<file path="config.mk">
export PLATFORM = sky130hd
export DESIGN_NAME = alp_mulseq
export DESIGN_NICKNAME = d
export VERILOG_FILES = /design/src/rtl/alp_mulseq.sv
export SDC_FILE = /design/constraint.sdc
export NUM_CORES = 1
export LEC_CHECK = 0
export ABC_AREA = 1
export ABC_CLOCK_PERIOD_IN_PS = 1390
export BUFFER_PORTS_ARGS = -buffer_cell sky130_fd_sc_hd__buf_4
export CORE_ASPECT_RATIO = 0.9
export CORE_MARGIN = 2
export CORE_UTILIZATION = 48
export CTS_BUF_LIST = sky130_fd_sc_hd__clkbuf_4 sky130_fd_sc_hd__clkbuf_8 sky130_fd_sc_hd__clkbuf_16
export CTS_CLUSTER_DIAMETER = 30
export CTS_CLUSTER_SIZE = 12
export DETAILED_ROUTE_END_ITERATION = 6
export PLACE_DENSITY = 0.76
export RECOVER_POWER = 50
export SYNTH_ARGS = -nofsm -noshare
export SYNTH_HDL_FRONTEND = slang
export SYNTH_SLANG_ARGS = --single-unit
</file>
<file path="constraint.sdc">
create_clock -name clk_h -period 1.39 [get_ports clk_h]
set_input_delay 0.0695 -clock clk_h [delete_from_list [all_inputs] [get_ports clk_h]]
set_output_delay 0.0695 -clock clk_h [all_outputs]
set_load 0.005 [all_outputs]
</file>
<file path="src/rtl/alp_mulseq.sv">
// Multiply-step sequencer for a stacked DC608 ALP datapath: drives opcode, shift and
// clock enables through load, conditional add/shift steps and an optional signed fix-up.
module alp_mulseq #(
    parameter int unsigned STEPS      = 32,
    parameter logic [9:0]  OPC_NOP    = 10'h000,
    parameter logic [9:0]  OPC_LOAD   = 10'h0C3,
    parameter logic [9:0]  OPC_ADDSH  = 10'h1A6,
    parameter logic [9:0]  OPC_PASSSH = 10'h186,
    parameter logic [9:0]  OPC_SUBFIX = 10'h12C,
    parameter logic [1:0]  SHF_RIGHT  = 2'b10
) (
    input  logic       clk_h,
    input  logic       rst_l,
    input  logic       start_h,
    input  logic       signed_h,
    input  logic       abort_h,
    input  logic       q_lsb_h,
    input  logic       q_msb_h,
    input  logic       v_in_h,
    input  logic       wmuxz_l,
    output logic [9:0] opc_l,
    output logic [1:0] shf_h,
    output logic       carry_in_h,
    output logic       qd_en_h,
    output logic       lck_en_h,
    output logic       busy_h,
    output logic       done_h,
    output logic       v_h,
    output logic       z_h
);

    localparam int unsigned CW = (STEPS > 1) ? $clog2(STEPS) : 1;
    localparam logic [CW-1:0] CNT_TOP = CW'(STEPS - 1);

    localparam logic [2:0] S_IDLE = 3'd0;
    localparam logic [2:0] S_LOAD = 3'd1;
    localparam logic [2:0] S_STEP = 3'd2;
    localparam logic [2:0] S_FIX  = 3'd3;
    localparam logic [2:0] S_DONE = 3'd4;

    logic [2:0]    state_q, state_d;
    logic [CW-1:0] cnt_q, cnt_d;
    logic          neg_q, neg_d;
    logic          sgn_q, sgn_d;
    logic          v_q, v_d;
    logic          z_q, z_d;
    logic          flag_cap;
    logic [9:0]    opc_h;

    always_comb begin
        state_d    = state_q;
        cnt_d      = cnt_q;
        neg_d      = neg_q;
        sgn_d      = sgn_q;
        v_d        = v_q;
        z_d        = z_q;
        flag_cap   = 1'b0;
        opc_h      = OPC_NOP;
        shf_h      = 2'b00;
        carry_in_h = 1'b0;
        qd_en_h    = 1'b0;
        lck_en_h   = 1'b0;
        busy_h     = 1'b0;
        done_h     = 1'b0;

        case (state_q)
            S_IDLE: begin
                if (start_h) begin
                    state_d = S_LOAD;
                    sgn_d   = signed_h;
                end
            end
            S_LOAD: begin
                opc_h    = OPC_LOAD;
                qd_en_h  = 1'b1;
                lck_en_h = 1'b1;
                busy_h   = 1'b1;
                cnt_d    = CNT_TOP;
                state_d  = S_STEP;
            end
            S_STEP: begin
                opc_h    = q_lsb_h ? OPC_ADDSH : OPC_PASSSH;
                shf_h    = SHF_RIGHT;
                qd_en_h  = 1'b1;
                lck_en_h = 1'b1;
                busy_h   = 1'b1;
                // neg_d is used for the exit decision so a single-step run sees it too
                if (cnt_q == CNT_TOP) neg_d = q_msb_h & sgn_q;
                if (cnt_q == '0) begin
                    if (neg_d) begin
                        state_d = S_FIX;
                    end else begin
                        state_d  = S_DONE;
                        flag_cap = 1'b1;
                    end
                end else begin
                    cnt_d = cnt_q - CW'(1);
                end
            end
            S_FIX: begin
                opc_h      = OPC_SUBFIX;
                carry_in_h = 1'b1;
                qd_en_h    = 1'b1;
                lck_en_h   = 1'b1;
                busy_h     = 1'b1;
                flag_cap   = 1'b1;
                state_d    = S_DONE;
            end
            S_DONE: begin
                done_h = 1'b1;
                if (start_h) begin
                    state_d = S_LOAD;
                    sgn_d   = signed_h;
                end else begin
                    state_d = S_IDLE;
                end
            end
            default: state_d = S_IDLE;
        endcase

        if (abort_h && busy_h) begin
            state_d  = S_IDLE;
            flag_cap = 1'b0;
        end

        if (flag_cap) begin
            v_d = v_in_h;
            z_d = ~wmuxz_l;
        end
    end

    always_ff @(posedge clk_h or negedge rst_l) begin
        if (!rst_l) begin
            state_q <= S_IDLE;
            cnt_q   <= '0;
            neg_q   <= 1'b0;
            sgn_q   <= 1'b0;
            v_q     <= 1'b0;
            z_q     <= 1'b0;
        end else begin
            state_q <= state_d;
            cnt_q   <= cnt_d;
            neg_q   <= neg_d;
            sgn_q   <= sgn_d;
            v_q     <= v_d;
            z_q     <= z_d;
        end
    end

    assign opc_l = ~opc_h;
    assign v_h   = v_q;
    assign z_h   = z_q;

endmodule
</file>
==> results.md, run 1 <==
- Outcome: finished, final reports clean
- Post-route insts no fill: between 150 and 200
- Fmax: around 740 MHz
- Global-route wire length before repair: about 2.9 mm
- TritonCTS clock tree: built
- Hold crit path type: input pin to register
- Start point of the critical path: state_q[2]
- Post-DR vias/cell: roughly 5
- Count of cell types in the netlist: 23
- Post-placement cell count: about 150
- Combined global-route utilization of all metal layers: approximately a fifth
- Worst path max stage delay: just over 0.4 ns
- Commonest cells in the synthesized netlist: sky130_fd_sc_hd__nand2_1 (22), sky130_fd_sc_hd__inv_1 (14), sky130_fd_sc_hd__dfrtp_1 (12)
- Number of buffer and inverter instances along the worst setup path: 3
- Setup clock skew after layout: roughly 0.0046 ns
- Pin count of the biggest net entering global routing: 13
- Area contributors post-synth: sky130_fd_sc_hd__dfrtp_1 (38%), sky130_fd_sc_hd__nand2_1 (10%), sky130_fd_sc_hd__buf_4 (7.6%), sky130_fd_sc_hd__inv_1 (6.7%), sky130_fd_sc_hd__nand3_1 (6.4%)
- Final critical delay including setup and external delays: about 1.4 ns
- Dpl hpwl: 1.320 mm
- Cell breakdown of the critical path: inv_2 > nand2_4 > nor2_4 > buf_6 > buf_6
- Sort of element at the start of the critical path: register
- Number of antenna cells inserted: 0
- Cell type with the highest aggregate area in the netlist: sky130_fd_sc_hd__dfrtp_1
- Area Growth Syn to Fin: 44.99%
- Worst setup path class: register to output pin
- Detail Route Antenna Nets: 0
- Setup slack after placement: around 0.019 ns
- Initial cell density of the core: a little over half
- Crit. End Element: output pin
- Cell at the slowest stage of the critical path: sky130_fd_sc_hd__dfrtp_1
- Final-stage net count: around 150
- Share of synthesized area occupied by flip-flops and latches: between 30% and 40%
- Hold path startpoint: signed_h
- Chip height: around 42 um
- Clock Pin Slew Worst Setup and Hold Paths: about 0.07 ns
- Yosys warnings: 0
- Routed wire length per instance: about 13 um
- Core region area: around 1500 um^2
- DR DRC count: 0
- Total of fill cells in the finished design: 110
- Drt first pass iters: 4
- Async SR Flop Fraction: 100.0%
- Initial antenna violation count: 0
- IO Count: 28
- Clock buffer count from CTS: 3
- Most frequent cell on the critical path: sky130_fd_sc_hd__buf_6
- Most frequently used cell type in the post-synthesis netlist: sky130_fd_sc_hd__nand2_1
- Pwr dens: between 2000 and 2500 nW/um^2
- DIE WIDTH: 46.68 um
- Port-buffer cells: 24
- Syn_area_per_cell: ~7.5 um^2
- Die Area: 1980 um^2
- Number of core rows: 13
- Detailed Route WL: ~2 mm
- Worst slew pin tran: ~0.68 ns
- Max Fanout on Critical Path: 7
- Final period util: a little under 100%
- Post-detailed-placement cell area: about 950 um^2
- H-tree lvl count: 1
- Final sum of negative setup slack: 0 ns
- Final Hold Fails: 0
- Max rail drop VDD: between 1 and 1.5 mV
- Slew Viols, Final: 0
- Netlist area before placement: around 790 um^2
- Worst hold-check slack: approximately 0.038 ns
- Post-synthesis cell count: around 110
- Number of violations reported at the end of detailed-routing iteration 0: 8
- Number of global-route vias before repair: 691
- Count of vias placed by the detailed router: between 700 and 800
- Standby leakage power: ~0.59 nW
- Post-synth top area share: 38.16%
- CP Data Required Time: between 1 and 1.5 ns
- Cell family with most CP delay: flip-flops
- Clock latency at the later pin of the worst-skew pair: approximately 0.27 ns
- Reg2reg start: state_q[2]
- Sinks on the clock net: 12
- Weighted congestion reported at the end of routability-driven placement: slightly below 0.8
- Worst path arrival time: approximately 1.3 ns
- Primary flip-flop cell chosen by synthesis mapping: sky130_fd_sc_hd__dfrtp_1
- Max-cap viol count: 0
- RSZ-0062 raised after global routing: true
- Buffer depth of the longest clock path: 2
- CTS Root Buffer Type: sky130_fd_sc_hd__clkbuf_4
- Number of flops mapped to enable cells by yosys: 0
- Register-to-register setup slack: about 0.060 ns
- Worst slew margin: a little over half
- Number of synthesized register bits: 12
- Fraction of final layout cells with drive strength greater than 1: a little under half
- Final setup violation count: 0
- Summed area of non-filler cells in the final layout: roughly 1100 um^2
- Worst Slack Setup Final: 0.03958 ns
- Sum of overflow across all layers after global routing: 0
[state kept, by name, summed over array words and instances, names as in the netlist]
| register | count |
|---|---|
| cnt_q | 5 |
| neg_q | 1 |
| sgn_q | 1 |
| state_q | 3 |
| v_h | 1 |
| z_h | 1 |
[metrics by stage]
step	power (mW)	utilization [%]
floorplan	1.422	-
global placement	1.794	63.71
detailed placement	1.836	63.71
CTS	2.096	67.64
global route	2.682	76.25
finish	2.467	76.25
[cells by family (layout without fill, tap and decap cells)]
family          count (synthesis)  count (layout)  synth area share, %
flops                          12              12                38.16
other cells                     2               3               0.9543
mux                             1               1                1.431
fa+ha+maj                       2               2                3.179
compound gates                 14              14                9.380
simple gates                   48              48                30.05
xor+xnor                        1               1                1.113
buf+inv                        25              55                15.74
[final cells by class]
class / instances / area, um^2 / share of cell area [%]
multi-input combinational: 69 / 447.9 / 39.25
clock buffer: 3 / 22.52 / 1.974
sequential: 12 / 302.8 / 26.54
inverter: 17 / 63.81 / 5.592
timing repair buffer: 35 / 276.5 / 24.23
tap: 22 / 27.53 / 2.412
[routing by layer]
metal / vias up / part of all wire, % / GRT usage [%]
li1: 383 / - / -
met1: 351 / 39 / 25.13
met2: 45 / 49 / 31.11
met3: 10 / 9.0 / 8.190
met4: 0 / 2.5 / 6.667
met5: - / 0 / 0
[worst reg2reg max path: cells and delay by family (launching register included)]
family	cells	cell delay [ns]
and+or+nand+nor	5	0.46
DFF	1	0.41
buffers and inverters	2	0.30
AOI/OAI and AO/OA	1	0.06
[report_power, final]
part	internal, mW	total [mW]	switching, mW
sequential	0.498	0.651	0.153
combinational	0.773	1.61	0.840
clock	0.100	0.203	0.103
total	1.37	2.47	1.10
[placed cells by master (no fill, tap or decap), drive strengths merged]
cell type,instances
o21ai,12
mux2,1
nor2,9
nand2,25
a21oi,2
buf,31
dlygate4sd3,1
nand3,11
conb,3
and2,1
nand3b,1
ha,2
inv,17
dfrtp,12
nor3,1
clkbuf,6
xor2,1
[repair_timing]
item / in CTS / in global routing
pin swaps: 1 / 7
endpoints found under the hold margin: 12 / 0
hold buffers: 1 / 0
resized for setup: 3 / 26
gates cloned: 0 / 0
endpoints found under the setup margin: 7 / 13
buffers inserted: 2 / 6
[final timing paths]
check	cells past startpoint	end
min	2	sgn_q
max	5	shf_h[1]
max reg2reg	8	state_q[0]
min reg2reg	2	z_h
min in group asynchronous	2	cnt_q[2]
max in group asynchronous	2	state_q[0]
Note: power is estimated with default switching activity, not from simulation.
==> inputs of run 2 (changes only) <==
--- a/config.mk
+++ b/config.mk
@@ -10,12 +10,12 @@
 export BUFFER_PORTS_ARGS = -buffer_cell sky130_fd_sc_hd__buf_4
 export CORE_ASPECT_RATIO = 0.9
 export CORE_MARGIN = 2
-export CORE_UTILIZATION = 48
+export CORE_UTILIZATION = 40
 export CTS_BUF_LIST = sky130_fd_sc_hd__clkbuf_4 sky130_fd_sc_hd__clkbuf_8 sky130_fd_sc_hd__clkbuf_16
 export CTS_CLUSTER_DIAMETER = 30
 export CTS_CLUSTER_SIZE = 12
 export DETAILED_ROUTE_END_ITERATION = 6
-export PLACE_DENSITY = 0.76
+export PLACE_DENSITY = 0.71
 export RECOVER_POWER = 50
 export SYNTH_ARGS = -nofsm -noshare
 export SYNTH_HDL_FRONTEND = slang
==> run 2 against run 1 <==
Global-route usage shrank 3.9 points. Combinational power shrank 14%. First-iteration DRC count is 25% lower. Clock power up 36%. Non-clock buffer count is 2 lower. Routed wire length is 12% lower. Largest cell class unchanged. Sequential cell count unchanged. Critical path depth down 1. Via count decreased by 3.4%. Setup slack improved by 0.0051 ns.
==> results.md, run 2 (same netlist as run 1, synthesis figures left out) <==
- Buffer depth of the longest clock path: 2 (unchanged)
- Dpl hpwl: 1.273 mm (was 1.320 mm)
- Most frequent cell on the critical path: sky130_fd_sc_hd__buf_4 (was sky130_fd_sc_hd__buf_6)
- Setup clock skew after layout: 0.001752 ns (was 0.004604 ns)
- Number of global-route vias before repair: 652 (was 691)
- Post-detailed-placement cell area: 957.2 um^2 (was 953.4 um^2)
- Post-DR vias/cell: 4.763 (was 4.994)
- Max-cap viol count: 0 (unchanged)
- Final critical delay including setup and external delays: 1.345 ns (was 1.350 ns)
- Largest registers ranked by flip-flop count: cnt_q (5), state_q (3) (unchanged)
- Worst hold-check slack: 0.02498 ns (was 0.03817 ns)
- Slew Viols, Final: 0 (unchanged)
- Number of core rows: 15 (was 13)
- Worst slew pin tran: 0.6641 ns (was 0.6835 ns)
- Initial cell density of the core: 41.93% (was 52.59%)
- Clock latency at the later pin of the worst-skew pair: 0.27 ns (about the same)
- Final-stage net count: 147 (was 149)
- Cell family with most CP delay: flip-flops (unchanged)
- Drt first pass iters: 4 (unchanged)
- Routed wire length per instance: 10.99 um (was 12.68 um)
- Cell at the slowest stage of the critical path: sky130_fd_sc_hd__dfrtp_2 (was sky130_fd_sc_hd__dfrtp_1)
- H-tree lvl count: 1 (unchanged)
- TritonCTS clock tree: built (unchanged)
- Hold path startpoint: signed_h (unchanged)
- Register-to-register setup slack: 0.09 ns (was 0.06 ns)
- Count of vias placed by the detailed router: 762 (was 789)
- IO Count: 28 (unchanged)
- Clock buffer count from CTS: 3 (unchanged)
- Number of antenna cells inserted: 0 (unchanged)
- Post-layout util: 58.40% (was 76.25%)
- Pwr dens: 2094 nW/um^2 (was 2162 nW/um^2)
- Summed area of non-filler cells in the final layout: 1096 um^2 (was 1141 um^2)
- Instance count along the most critical hold path: 2 (unchanged)
- Crit. End Element: output pin (unchanged)
- Number of violations reported at the end of detailed-routing iteration 0: 6 (was 8)
- Clock Pin Slew Worst Setup and Hold Paths: 0.07 ns (about the same)
- Worst reg2reg path endpoint: state_q[0] (unchanged)
- Final setup violation count: 0 (unchanged)
- Number of buffer and inverter instances along the worst setup path: 2 (was 3)
- Start point of the critical path: state_q[0] (was state_q[2])
- Worst path max stage delay: 0.47 ns (was 0.41 ns)
- Sum of overflow across all layers after global routing: 0 (unchanged)
- CP Data Required Time: 1.32 ns (about the same)
- Hold crit path type: input pin to register (unchanged)
- Post-placement cell count: 149 (was 146)
- Die Area: 2339 um^2 (was 1980 um^2)
- Most frequent standard cell in the layout excluding fill and tap cells: sky130_fd_sc_hd__buf_4 (unchanged)
- Flip-flop count of the largest register after layout: 5 (unchanged)
- Fmax: 743.3 MHz (was 740.5 MHz)
- Detailed Route WL: 1.759 mm (was 2.003 mm)
- Sort of element at the start of the critical path: register (unchanged)
- Number of cells on the worst reg-to-reg path: 8 (unchanged)
- Max rail drop VDD: 0.8957 mV (was 1.238 mV)
- Reg2reg start: state_q[2] (unchanged)
- Core region area: 1877 um^2 (was 1496 um^2)
- DR DRC count: 0 (unchanged)
- Sinks on the clock net: 12 (unchanged)
- Initial antenna violation count: 0 (unchanged)
- Hold EP: sgn_q (unchanged)
- Detail Route Antenna Nets: 0 (unchanged)
- Fraction of final layout cells with drive strength greater than 1: 41.48% (was 47.79%)
- Combined global-route utilization of all metal layers: 16.21% (was 20.15%)
- Global-route wire length before repair: 2.656 mm (was 2.877 mm)
- Biggest register: cnt_q (unchanged)
- Cell breakdown of the critical path: nor2_2 > nor2_1 > buf_4 > buf_4 (was inv_2 > nand2_4 > nor2_4 > buf_6 > buf_6)
- Worst path arrival time: 1.28 ns (about the same)
- Worst setup path class: register to output pin (unchanged)
- Weighted congestion reported at the end of routability-driven placement: 0.7620 (was 0.7857)
- Post-route insts no fill: 160 (was 158)
- DIE WIDTH: 50.76 um (was 46.68 um)
- Area Growth Syn to Fin: 39.27% (was 44.99%)
- Pin count of the biggest net entering global routing: 13 (unchanged)
- Port-buffer cells: 24 (unchanged)
- Chip height: 46.08 um (was 42.42 um)
- Most frequent cells in the layout: sky130_fd_sc_hd__buf_4 (29), sky130_fd_sc_hd__nand2_1 (21), sky130_fd_sc_hd__inv_1 (12) (was sky130_fd_sc_hd__buf_4 (27), sky130_fd_sc_hd__nand2_1 (19), sky130_fd_sc_hd__inv_1 (10), sky130_fd_sc_hd__dfrtp_1 (10))
- Standby leakage power: 0.5828 nW (was 0.5930 nW)
- Outcome: finished, final reports clean (unchanged)
- Final period util: 96.79% (was 97.15%)
- CTS Root Buffer Type: sky130_fd_sc_hd__clkbuf_4 (unchanged)
- Worst slew margin: 55.73% (was 54.44%)
- Final Hold Fails: 0 (unchanged)
- Max Fanout on Critical Path: 4 (was 7)
[run 2: layout make-up]
type	instances	area [um^2]
Fill cell	166	780.7
Inverter	17	63.81
Multi-Input combinational cell	69	416.7
Timing Repair Buffer	33	246.5
Clock buffer	4	36.28
Sequential cell	12	301.5
Tap cell	25	31.28
[run 2: how the worst max path moves through the flow]
stage	end	slack, ns	cells after the start
2_1_floorplan	v_h	0.11	9
3_3_place_gp	v_h	0.06	9
3_5_place_dp	z_h	0.01	9
4_1_cts	busy_h	0.005	4
5_1_grt	busy_h	-0.03	4
6_report	busy_h	0.04	4
[run 2: what timing repair did]
item | CTS | global route
setup endpoints to repair | 3 | 13
hold buffers | 1 | 0
setup buffers | 2 | 4
endpoints found under the hold margin | 12 | 0
pin swaps | 1 | 1
gates resized for setup | 2 | 12
[run 2: report_power, final]
part,total (mW),leakage [nW],switching [mW],internal [mW]
clock,0.277,0.0210,0.117,0.159
combinational,1.39,0.421,0.731,0.661
sequential,0.627,0.141,0.132,0.495
total,2.30,0.583,0.980,1.32
[run 2: metal layers]
layer | vias up | GRT usage [%] | routed length (um)
met4 | 0 | 13.51 | 35
li1 | 377 | - | -
met1 | 360 | 18.97 | 734
met3 | 4 | 3.247 | 80
met5 | - | 0 | 0
met2 | 21 | 26.32 | 909
[run 2: per-stage QoR]
stage | power, mW | TNS (ns) | worst slack (ns)
2_1_floorplan | 1.422 | 0 | 0.1146
3_3_place_gp | 1.802 | 0 | 0.06145
4_1_cts | 2.154 | 0 | 0.005465
3_5_place_dp | 1.826 | 0 | 0.01336
6_report | 2.296 | 0 | 0.04466
5_1_grt | 2.515 | -0.07923 | -0.02683
==> inputs of run 3 (changes only) <==
--- a/config.mk
+++ b/config.mk
@@ -15,7 +15,7 @@
 export CTS_CLUSTER_DIAMETER = 30
 export CTS_CLUSTER_SIZE = 12
 export DETAILED_ROUTE_END_ITERATION = 6
-export PLACE_DENSITY = 0.71
+export PLACE_DENSITY = 0.63
 export RECOVER_POWER = 50
 export SYNTH_ARGS = -nofsm -noshare
 export SYNTH_HDL_FRONTEND = slang
==> run 3 against run 2 <==
Combinational power decreased by 5%. Highest routed layer unchanged. Setup slack improved by 0.015 ns. Largest cell class unchanged. Final area decreased by 2.3%. Critical endpoint unchanged.
==> results.md, run 3 (same netlist as run 1, synthesis figures left out) <==
- Routed wire length per instance: 10.78 um (was 10.99 um)
- Initial antenna violation count: 0 (unchanged)
- Sum of overflow across all layers after global routing: 0 (unchanged)
- Number of core rows: 15 (unchanged)
- H-tree lvl count: 1 (unchanged)
- Register-to-register setup slack: 0.13 ns (was 0.09 ns)
- RSZ-0062 raised after global routing: true
- Combined global-route utilization of all metal layers: 16.04% (was 16.21%)
- Reg2reg start: state_q[2] (unchanged)
- Worst path max stage delay: 0.50 ns (was 0.47 ns)
- Worst setup path class: register to output pin (unchanged)
- Max-cap viol count: 0 (unchanged)
- Worst slew pin tran: 0.6631 ns (was 0.6641 ns)
- Post-layout util: 57.07% (was 58.40%)
- Post-route insts no fill: 157 (was 160)
- Comb pwr share: 58.7% (was 60.6%)
- Setup clock skew after layout: 0.008762 ns (was 0.001752 ns)
- Clock buffer count from CTS: 3 (unchanged)
- Pin count of the biggest net entering global routing: 13 (unchanged)
- Standby leakage power: 0.5689 nW (was 0.5828 nW)
- Cell family with most CP delay: flip-flops (unchanged)
- Total area of multi-input combinational cells: 409.1 um^2 (was 416.7 um^2)
- Summed area of non-filler cells in the final layout: 1071 um^2 (was 1096 um^2)
- Most frequent cell on the critical path: sky130_fd_sc_hd__buf_4 (unchanged)
- Wire length on met3: 55 um (was 80 um)
- Final setup violation count: 0 (unchanged)
- Global-route wire length before repair: 2.718 mm (was 2.656 mm)
- Cell breakdown of the critical path: nor2_4 > nor2_1 > buf_4 > buf_4 (was nor2_2 > nor2_1 > buf_4 > buf_4)
- Start point of the critical path: state_q[0] (unchanged)
- Register Area: 302.8 um^2 (was 301.5 um^2)
- Worst reg2reg path endpoint: state_q[0] (unchanged)
- Largest registers ranked by flip-flop count: cnt_q (5), state_q (3) (unchanged)
- Number of buffer and inverter instances along the worst setup path: 2 (unchanged)
- Post-DR vias/cell: 4.656 (was 4.763)
- Area Growth Syn to Fin: 36.09% (was 39.27%)
- Clock power share: 12.8% (was 12.0%)
- Slew Viols, Final: 0 (unchanged)
- Number of cells on the worst reg-to-reg path: 8 (unchanged)
- Die Area: 2339 um^2 (unchanged)
- DIE WIDTH: 50.76 um (unchanged)
- Crit. End Element: output pin (unchanged)
- Worst slew margin: 55.79% (was 55.73%)
- Worst Slack Setup Final: 0.05964 ns (was 0.04466 ns)
- Top routing layer in use: met4 (unchanged)
- Count of vias placed by the detailed router: 731 (was 762)
- Biggest register: cnt_q (unchanged)
- Net Sw Power: 0.9711 mW (was 0.9804 mW)
- Sequential cell fraction of total power: 28.5% (was 27.3%)
- Number of antenna cells inserted: 0 (unchanged)
- Chip height: 46.08 um (unchanged)
- Fraction of final layout cells with drive strength greater than 1: 40.15% (was 41.48%)
- Final Hold Fails: 0 (unchanged)
- Outcome: finished, final reports clean (unchanged)
- Hold crit path type: input pin to register (unchanged)
- Routed length on met2: 794 um (was 909 um)
- Detail Route Antenna Nets: 0 (unchanged)
- Number of violations reported at the end of detailed-routing iteration 0: 1 (was 6)
- Total Power: 2.247 mW (was 2.296 mW)
- Max rail drop VDD: 1.071 mV (was 0.8957 mV)
- Critical Path Stages: 4 (unchanged)
- Fmax: 751.7 MHz (was 743.3 MHz)
- Cell at the slowest stage of the critical path: sky130_fd_sc_hd__dfrtp_2 (unchanged)
- Port-buffer cells: 24 (unchanged)
- DR DRC count: 0 (unchanged)
- Most frequent cells in the layout: sky130_fd_sc_hd__buf_4 (25), sky130_fd_sc_hd__nand2_1 (21), sky130_fd_sc_hd__inv_1 (12) (was sky130_fd_sc_hd__buf_4 (29), sky130_fd_sc_hd__nand2_1 (21), sky130_fd_sc_hd__inv_1 (12))
- Post-detailed-placement cell area: 957.2 um^2 (unchanged)
- Number of global-route vias before repair: 658 (was 652)
- Detailed Route WL: 1.693 mm (was 1.759 mm)
- TritonCTS clock tree: built (unchanged)
- Dpl hpwl: 1.285 mm (was 1.273 mm)
- Wl on met1: 815 um (was 734 um)
- Sort of element at the start of the critical path: register (unchanged)
- Drt first pass iters: 2 (was 4)
- Weighted congestion reported at the end of routability-driven placement: 0.7865 (was 0.7620)
- Switching Share: 43.22% (was 42.71%)
- Pint: 1.276 mW (was 1.315 mW)
- Worst path arrival time: 1.26 ns (was 1.28 ns)
- Pwr dens: 2098 nW/um^2 (was 2094 nW/um^2)
- Initial cell density of the core: 41.93% (unchanged)
- IO Count: 28 (unchanged)
- Clock Pin Slew Worst Setup and Hold Paths: 0.09 ns (was 0.07 ns)
- Most frequent standard cell in the layout excluding fill and tap cells: sky130_fd_sc_hd__buf_4 (unchanged)
- Max Fanout on Critical Path: 6 (was 4)
- Sinks on the clock net: 12 (unchanged)
- Critical path destination: busy_h (unchanged)
- Buffer depth of the longest clock path: 2 (unchanged)
- Flip-flop count of the largest register after layout: 5 (unchanged)
- CTS Root Buffer Type: sky130_fd_sc_hd__clkbuf_4 (unchanged)
- CP Data Required Time: 1.32 ns (about the same)
- Final critical delay including setup and external delays: 1.330 ns (was 1.345 ns)
- Final-stage net count: 144 (was 147)
- Total of fill cells in the finished design: 179 (was 166)
- Core region area: 1877 um^2 (unchanged)
- Post-placement cell count: 149 (unchanged)
- Final period util: 95.71% (was 96.79%)
- Setup slack after placement: 0.04397 ns (was 0.01336 ns)
- Clock latency at the later pin of the worst-skew pair: 0.28 ns (was 0.27 ns)
==> run 3: final cells by class <==
type | instances | share of cell area [%]
multi-input cells | 69 | 38.20
flip-flops and latches | 12 | 28.27
repair buffers | 30 | 21.26
inverters | 17 | 5.958
clock buffers | 4 | 3.388
well taps | 25 | 2.921
==> run 3: how the worst min path moves through the flow <==
stage / start / end / slack (ns) / cells after the start
after floorplan: rst_l / cnt_q[0] / -0.23 / 0
after global placement: rst_l / state_q[2] / -0.08 / 1
after detailed placement: rst_l / state_q[2] / -0.08 / 1
after CTS: signed_h / sgn_q / 0.02 / 2
after global routing: signed_h / sgn_q / 0.02 / 2
final: signed_h / sgn_q / 0.01 / 2
==> run 3: per-stage QoR <==
stage          hold WS, ns   TNS [ns]
6_report           0.01499          0
3_3_place_gp      -0.08176          0
4_1_cts            0.01935          0
5_1_grt            0.02274  -0.002277
2_1_floorplan      -0.2261          0
3_5_place_dp      -0.08231          0
==> run 3: per-layer routing <==
| metal | GRT usage (%) | vias up |
|---|---|---|
| met5 | 0 | - |
| met4 | 8.108 | 0 |
| met3 | 2.922 | 5 |
| met2 | 25.79 | 19 |
| met1 | 21.05 | 330 |
| li1 | - | 377 |
==> run 3: repair_timing <==
item / CTS / global route
endpoints found under the setup margin: 2 / 15
resized for setup: 1 / 17
pin swaps: 1 / 2
hold buffers: 1 / 0
setup buffers: 2 / 1
hold endpoints to repair: 12 / 0
==> run 3: power by group through the flow <==
stage               registers (mW)  logic [mW]  clock network (mW)
finish                       0.640        1.32               0.287
global route                 0.657        1.51               0.316
CTS                          0.608        1.25               0.291
detailed placement           0.615        1.21                   0
global placement             0.611        1.20                   0
floorplan                    0.593       0.828                   0
